## config.mk

```make
export PLATFORM = sky130hd
export DESIGN_NAME = gate_eval_arbiter
export DESIGN_NICKNAME = d
export VERILOG_FILES = /design/src/rtl/gate_eval_arbiter.sv
export SDC_FILE = /design/constraint.sdc
export NUM_CORES = 1
export LEC_CHECK = 0
export ABC_AREA = 0
export BUFFER_PORTS_ARGS = -buffer_cell sky130_fd_sc_hd__buf_2
export CORE_ASPECT_RATIO = 0.75
export CORE_MARGIN = 4
export CORE_UTILIZATION = 47
export DETAILED_ROUTE_END_ITERATION = 8
export PLACE_DENSITY_LB_ADDON = 0.1
export SLEW_MARGIN = 30
export SYNTH_ARGS = -nofsm -noshare
export SYNTH_HDL_FRONTEND = slang
export SYNTH_SLANG_ARGS = --single-unit
export TNS_END_PERCENT = 100
```

## constraint.sdc

```tcl
create_clock -name clk_i -period 1.9 [get_ports clk_i]
set_input_delay 0.095 -clock clk_i [delete_from_list [all_inputs] [get_ports clk_i]]
set_output_delay 0.095 -clock clk_i [all_outputs]
set_load 0.03 [all_outputs]
```

## src/rtl/gate_eval_arbiter.sv

```systemverilog
// rtl/gate_eval_arbiter.sv - round-robin sequencer sharing one gate datapath among NREQ requesters
// Grant in IDLE, one settle cycle on registered operands, then hold the tagged result until accepted.
module gate_eval_arbiter #(
   parameter  int NREQ = 4,
   localparam int ID_W = $clog2(NREQ)
) (
   input  logic              clk_i,
   input  logic              rst_i,
   input  logic [NREQ-1:0]   req_valid_i,
   input  logic [5*NREQ-1:0] req_ops_i,
   output logic [NREQ-1:0]   req_ready_o,
   output logic              dp_a_o,
   output logic              dp_b_o,
   output logic              dp_c_o,
   output logic              dp_g_o,
   output logic              dp_p_o,
   input  logic              dp_x_i,
   input  logic              dp_y_i,
   output logic              rsp_valid_o,
   input  logic              rsp_ready_i,
   output logic [ID_W-1:0]   rsp_id_o,
   output logic              rsp_x_o,
   output logic              rsp_y_o,
   output logic              busy_o,
   output logic [15:0]       done_cnt_o
);

   typedef enum logic [1:0] {
      IDLE   = 2'd0,
      SETTLE = 2'd1,
      RESP   = 2'd2
   } state_e;

   state_e          state_q, state_d;
   logic [ID_W-1:0] last_grant_q, last_grant_d;
   logic [ID_W-1:0] rsp_id_q, rsp_id_d;
   logic [4:0]      dp_q, dp_d;
   logic            rsp_valid_q, rsp_valid_d;
   logic            rsp_x_q, rsp_x_d;
   logic            rsp_y_q, rsp_y_d;
   logic [15:0]     done_cnt_q, done_cnt_d;

   logic            found;
   logic [ID_W-1:0] grant_idx;
   logic [4:0]      sel_ops;
   logic [NREQ-1:0] ready_c;

   // First valid requester after last_grant, wrapping modulo NREQ.
   always_comb begin
      found     = 1'b0;
      grant_idx = '0;
      for (int k = 1; k <= NREQ; k++) begin
         for (int i = 0; i < NREQ; i++) begin
            if (!found && req_valid_i[i] && (((int'(last_grant_q) + k) % NREQ) == i)) begin
               found     = 1'b1;
               grant_idx = ID_W'(i);
            end
         end
      end
   end

   always_comb begin
      sel_ops = '0;
      ready_c = '0;
      for (int i = 0; i < NREQ; i++) begin
         if (ID_W'(i) == grant_idx) begin
            sel_ops    = req_ops_i[5*i +: 5];
            ready_c[i] = found;
         end
      end
   end

   always_comb begin
      state_d      = state_q;
      last_grant_d = last_grant_q;
      rsp_id_d     = rsp_id_q;
      dp_d         = dp_q;
      rsp_valid_d  = rsp_valid_q;
      rsp_x_d      = rsp_x_q;
      rsp_y_d      = rsp_y_q;
      done_cnt_d   = done_cnt_q;
      req_ready_o  = '0;
      unique case (state_q)
         IDLE: begin
            if (found) begin
               req_ready_o  = rst_i ? '0 : ready_c;
               dp_d         = sel_ops;
               rsp_id_d     = grant_idx;
               last_grant_d = grant_idx;
               state_d      = SETTLE;
            end
         end
         SETTLE: begin
            rsp_x_d     = dp_x_i;
            rsp_y_d     = dp_y_i;
            rsp_valid_d = 1'b1;
            state_d     = RESP;
         end
         RESP: begin
            if (rsp_ready_i) begin
               rsp_valid_d = 1'b0;
               done_cnt_d  = done_cnt_q + 16'd1;
               state_d     = IDLE;
            end
         end
         default: state_d = IDLE;
      endcase
   end

   always_ff @(posedge clk_i) begin
      if (rst_i) begin
         state_q      <= IDLE;
         last_grant_q <= ID_W'(NREQ - 1);
         rsp_id_q     <= '0;
         dp_q         <= '0;
         rsp_valid_q  <= 1'b0;
         rsp_x_q      <= 1'b0;
         rsp_y_q      <= 1'b0;
         done_cnt_q   <= '0;
      end else begin
         state_q      <= state_d;
         last_grant_q <= last_grant_d;
         rsp_id_q     <= rsp_id_d;
         dp_q         <= dp_d;
         rsp_valid_q  <= rsp_valid_d;
         rsp_x_q      <= rsp_x_d;
         rsp_y_q      <= rsp_y_d;
         done_cnt_q   <= done_cnt_d;
      end
   end

   assign {dp_a_o, dp_b_o, dp_c_o, dp_g_o, dp_p_o} = dp_q;
   assign rsp_valid_o = rsp_valid_q;
   assign rsp_id_o    = rsp_id_q;
   assign rsp_x_o     = rsp_x_q;
   assign rsp_y_o     = rsp_y_q;
   assign busy_o      = (state_q != IDLE);
   assign done_cnt_o  = done_cnt_q;

endmodule

```

==> flow_summary.toml <==
[pwr]
powerDensity_mw_per_mm2 = 869.5
max-vdd-ir-drop_mv = 0.6471
leakage_nw = 0.9177

[cells_and_area]
design_area_sq_mm = 0.002037
finish.utilization_pct = 61.95
nets = 274
layout_common_cells = "buf_2 (57), nor2_1 (37), dfxtp_1 (28)"
syn_to_final_growth_pct = 27.29
layout_commonest_cell = "buf_2"
antenna_cells = 0
fin_cells = 285
drive_above_1_share_pct = 35.92

[critical_path]
max_stage_delay_ns = 0.40
critPathTopFamily = "simple AND/OR/NAND/NOR gates"
crit_slowest_cell = "o311a_2"
endpoint_kind = "primary output"
critPathRequiredTime_ns = 1.80
worstPathCellList = "and2b_4 > o311a_2 > nor4_2 > buf_4"
cp-start-kind = "register"
crit_fanout = 6
critPathBufInv = 1
arrival_ns = 1.69
worst-setup-path-type = "register to primary output"

[timing]
setup_viol = 0
hold_viol_final = 0
fin_crit_sh_pct = 93.89
grt_setup_unrepaired = "false"
slew_headroom_pct = 57.78
setup_ws_ns = 0.1162
skew_ns = 0.007426
max_freq_ghz = 0.5606
setup_tns_ns = 0
drv_slew = 0
min_period_ns = 1.784
tightest_slew_ns = 0.6333

[clock_tree]
cts_tree = "done"
htreeDepth = 2
clock-root-buffer = "clkbuf_8"
clock-sinks = 30
numCtsBuffers = 5
post_cts_resized = 0
path_clk_slew_ns = 0.07
clock_path_buffers = 2
post-cts-setup-buffers = 0
clk_latency_ns = 0.28
cts_hold_buf = 0

[place]
dpl.hpwl_microns = 2745
gp_congestion = 0.7810
dp_cells = 277
pre_cts_slack_ns = 0.3287
io_buffers = 59
dpl_cell_area_sq_mm = 0.001921

[routing]
viasPerCell = 5.119
first_pass_iters = 4
finalWirelength_microns = 3625
drc = 0
wire_per_inst_microns = 12.72
vias = 1459
drt_iter0_markers = 56
ant_nets = 0

[run_status]
status = "finished, final reports clean"

[floorplan]
die_h_microns = 58.54
dieArea_sq_mm = 0.004412
core_area_sq_mm = 0.003288
start_util_pct = 48.67
row_count = 18
die-width_microns = 75.38
ios = 60

[yosys]
yosysSeqAreaShare_pct = 37.53
synth_compound_area_share_pct = 19.70
netlist_area_sq_mm = 0.001600
netlist-cell-type-count = 45
avgSynthCellArea_sq_um = 8.650
synth_mux_area_share_pct = 1.876
yosys.area_share.simple_pct = 28.30
synth_top_family_by_area = "simple AND/OR/NAND/NOR gates"
synth-edff-count = 0
ys_ff_latch = 30
synth-xor-area-share_pct = 7.115
synth_flop_cell = "dfxtp_1"
async_flop_share_pct = 0
synth_fa_ha_area_share_pct = 0.7819
synth_cells = 185
synth_nets = 215
yosysWarnings = 0

[global_routing]
grt_first_pass_wirelength_microns = 5940
grt_util_all_layers_pct = 17.53
grt_max_degree = 34
grt.overflow.total = 0
grt_pass1_vias = 1306
antenna_found_initial = 0

[flow_run]
cap_violations = 0

[min_path]
hold_path.class = "input pin to register"
## synthesized netlist by cell type (2+ instances only)
cell / n / area share (%)
a21oi_1: 6 / 1.9
clkbuf_1: 4 / 0.94
buf_6: 2 / 1.4
nand4_1: 6 / 2.3
nor2_1: 37 / 8.7
nand2_1: 15 / 3.5
and3_1: 3 / 1.2
nand2b_1: 2 / 0.78
o32ai_1: 5 / 2.7
xnor2_1: 5 / 2.7
dfxtp_1: 30 / 38
nor2_2: 2 / 0.78
a2bb2oi_1: 10 / 5.5
and2b_4: 2 / 1.3
nor4_1: 4 / 1.6
inv_1: 6 / 1.4
nor3_1: 2 / 0.63
o21ai_0: 3 / 0.94
xor2_1: 8 / 4.4
and2_1: 2 / 0.78
buf_2: 3 / 0.94
nand3_1: 3 / 0.94
mux2i_1: 3 / 1.9
## worst min-delay path: cells and delay by family
kind                   cells  cell delay (ns)
buffers and inverters      1             0.07
and+or+nand+nor            1             0.07
muxes                      1             0.05
## flip-flops by register name, indices dropped and copies added (netlist names)
register      cells
done_cnt_o       16
rsp_y_o           1
dp_q              5
rsp_x_o           1
last_grant_q      2
rsp_valid_o       1
state_q           2
rsp_id_o          2
## logic make-up (layout without fill, tap and decap cells)
group                    Yosys count  after routing
flip-flops                        30             30
multiplexers                       3              3
buffers and inverters             15             75
AO/OA/AOI/OAI                     35             35
XOR/XNOR                          13             13
adder cells (fa/ha/maj)            1              1
AND/OR/NAND/NOR                   88             88
## worst paths after layout
check | cells past startpoint | start | slack (ns) | endpoint
setup / recovery | 4 | last_grant_q[0]$_SDFFE_PP1P_ | 0.12 | req_ready_o[2]
hold / removal | 3 | dp_x_i | 0.06 | rsp_x_o$_SDFFE_PP0P_
hold reg to reg | 2 | rsp_id_o[1]$_SDFFE_PP0P_ | 0.45 | rsp_id_o[1]$_SDFFE_PP0P_
setup reg to reg | 5 | done_cnt_o[4]$_SDFFE_PP0P_ | 0.27 | done_cnt_o[13]$_SDFFE_PP0P_
## power by group
group	total [mW]	switching, mW	internal, mW
clock network	0.627	0.242	0.385
registers	0.707	0.0351	0.672
logic	0.437	0.259	0.178
## layer usage
metal	wire length (microns)	track usage, %
met5	0	0
met4	35	4.489
met3	198	6.143
met2	1493	25.09
met1	1897	25.05
## metrics by stage
step | power (mW) | hold WS [ns]
2_1_floorplan | 1.040 | 0.2422
3_3_place_gp | 1.157 | 0.3403
3_5_place_dp | 1.156 | 0.3503
4_1_cts | 1.785 | 0.05941
5_1_grt | 1.867 | 0.07501
6_report | 1.771 | 0.05780
## area by class of cell
class / instances / area [sq um]
fill: 301 / 1251
multi-input combinational: 140 / 937.1
sequential: 30 / 603.1
timing repair buffer: 61 / 315.3
clock buffer: 5 / 68.82
tap: 40 / 50.05
clock inverter: 3 / 40.04
inverter: 6 / 22.52
Note: power is estimated with default switching activity, not from simulation.
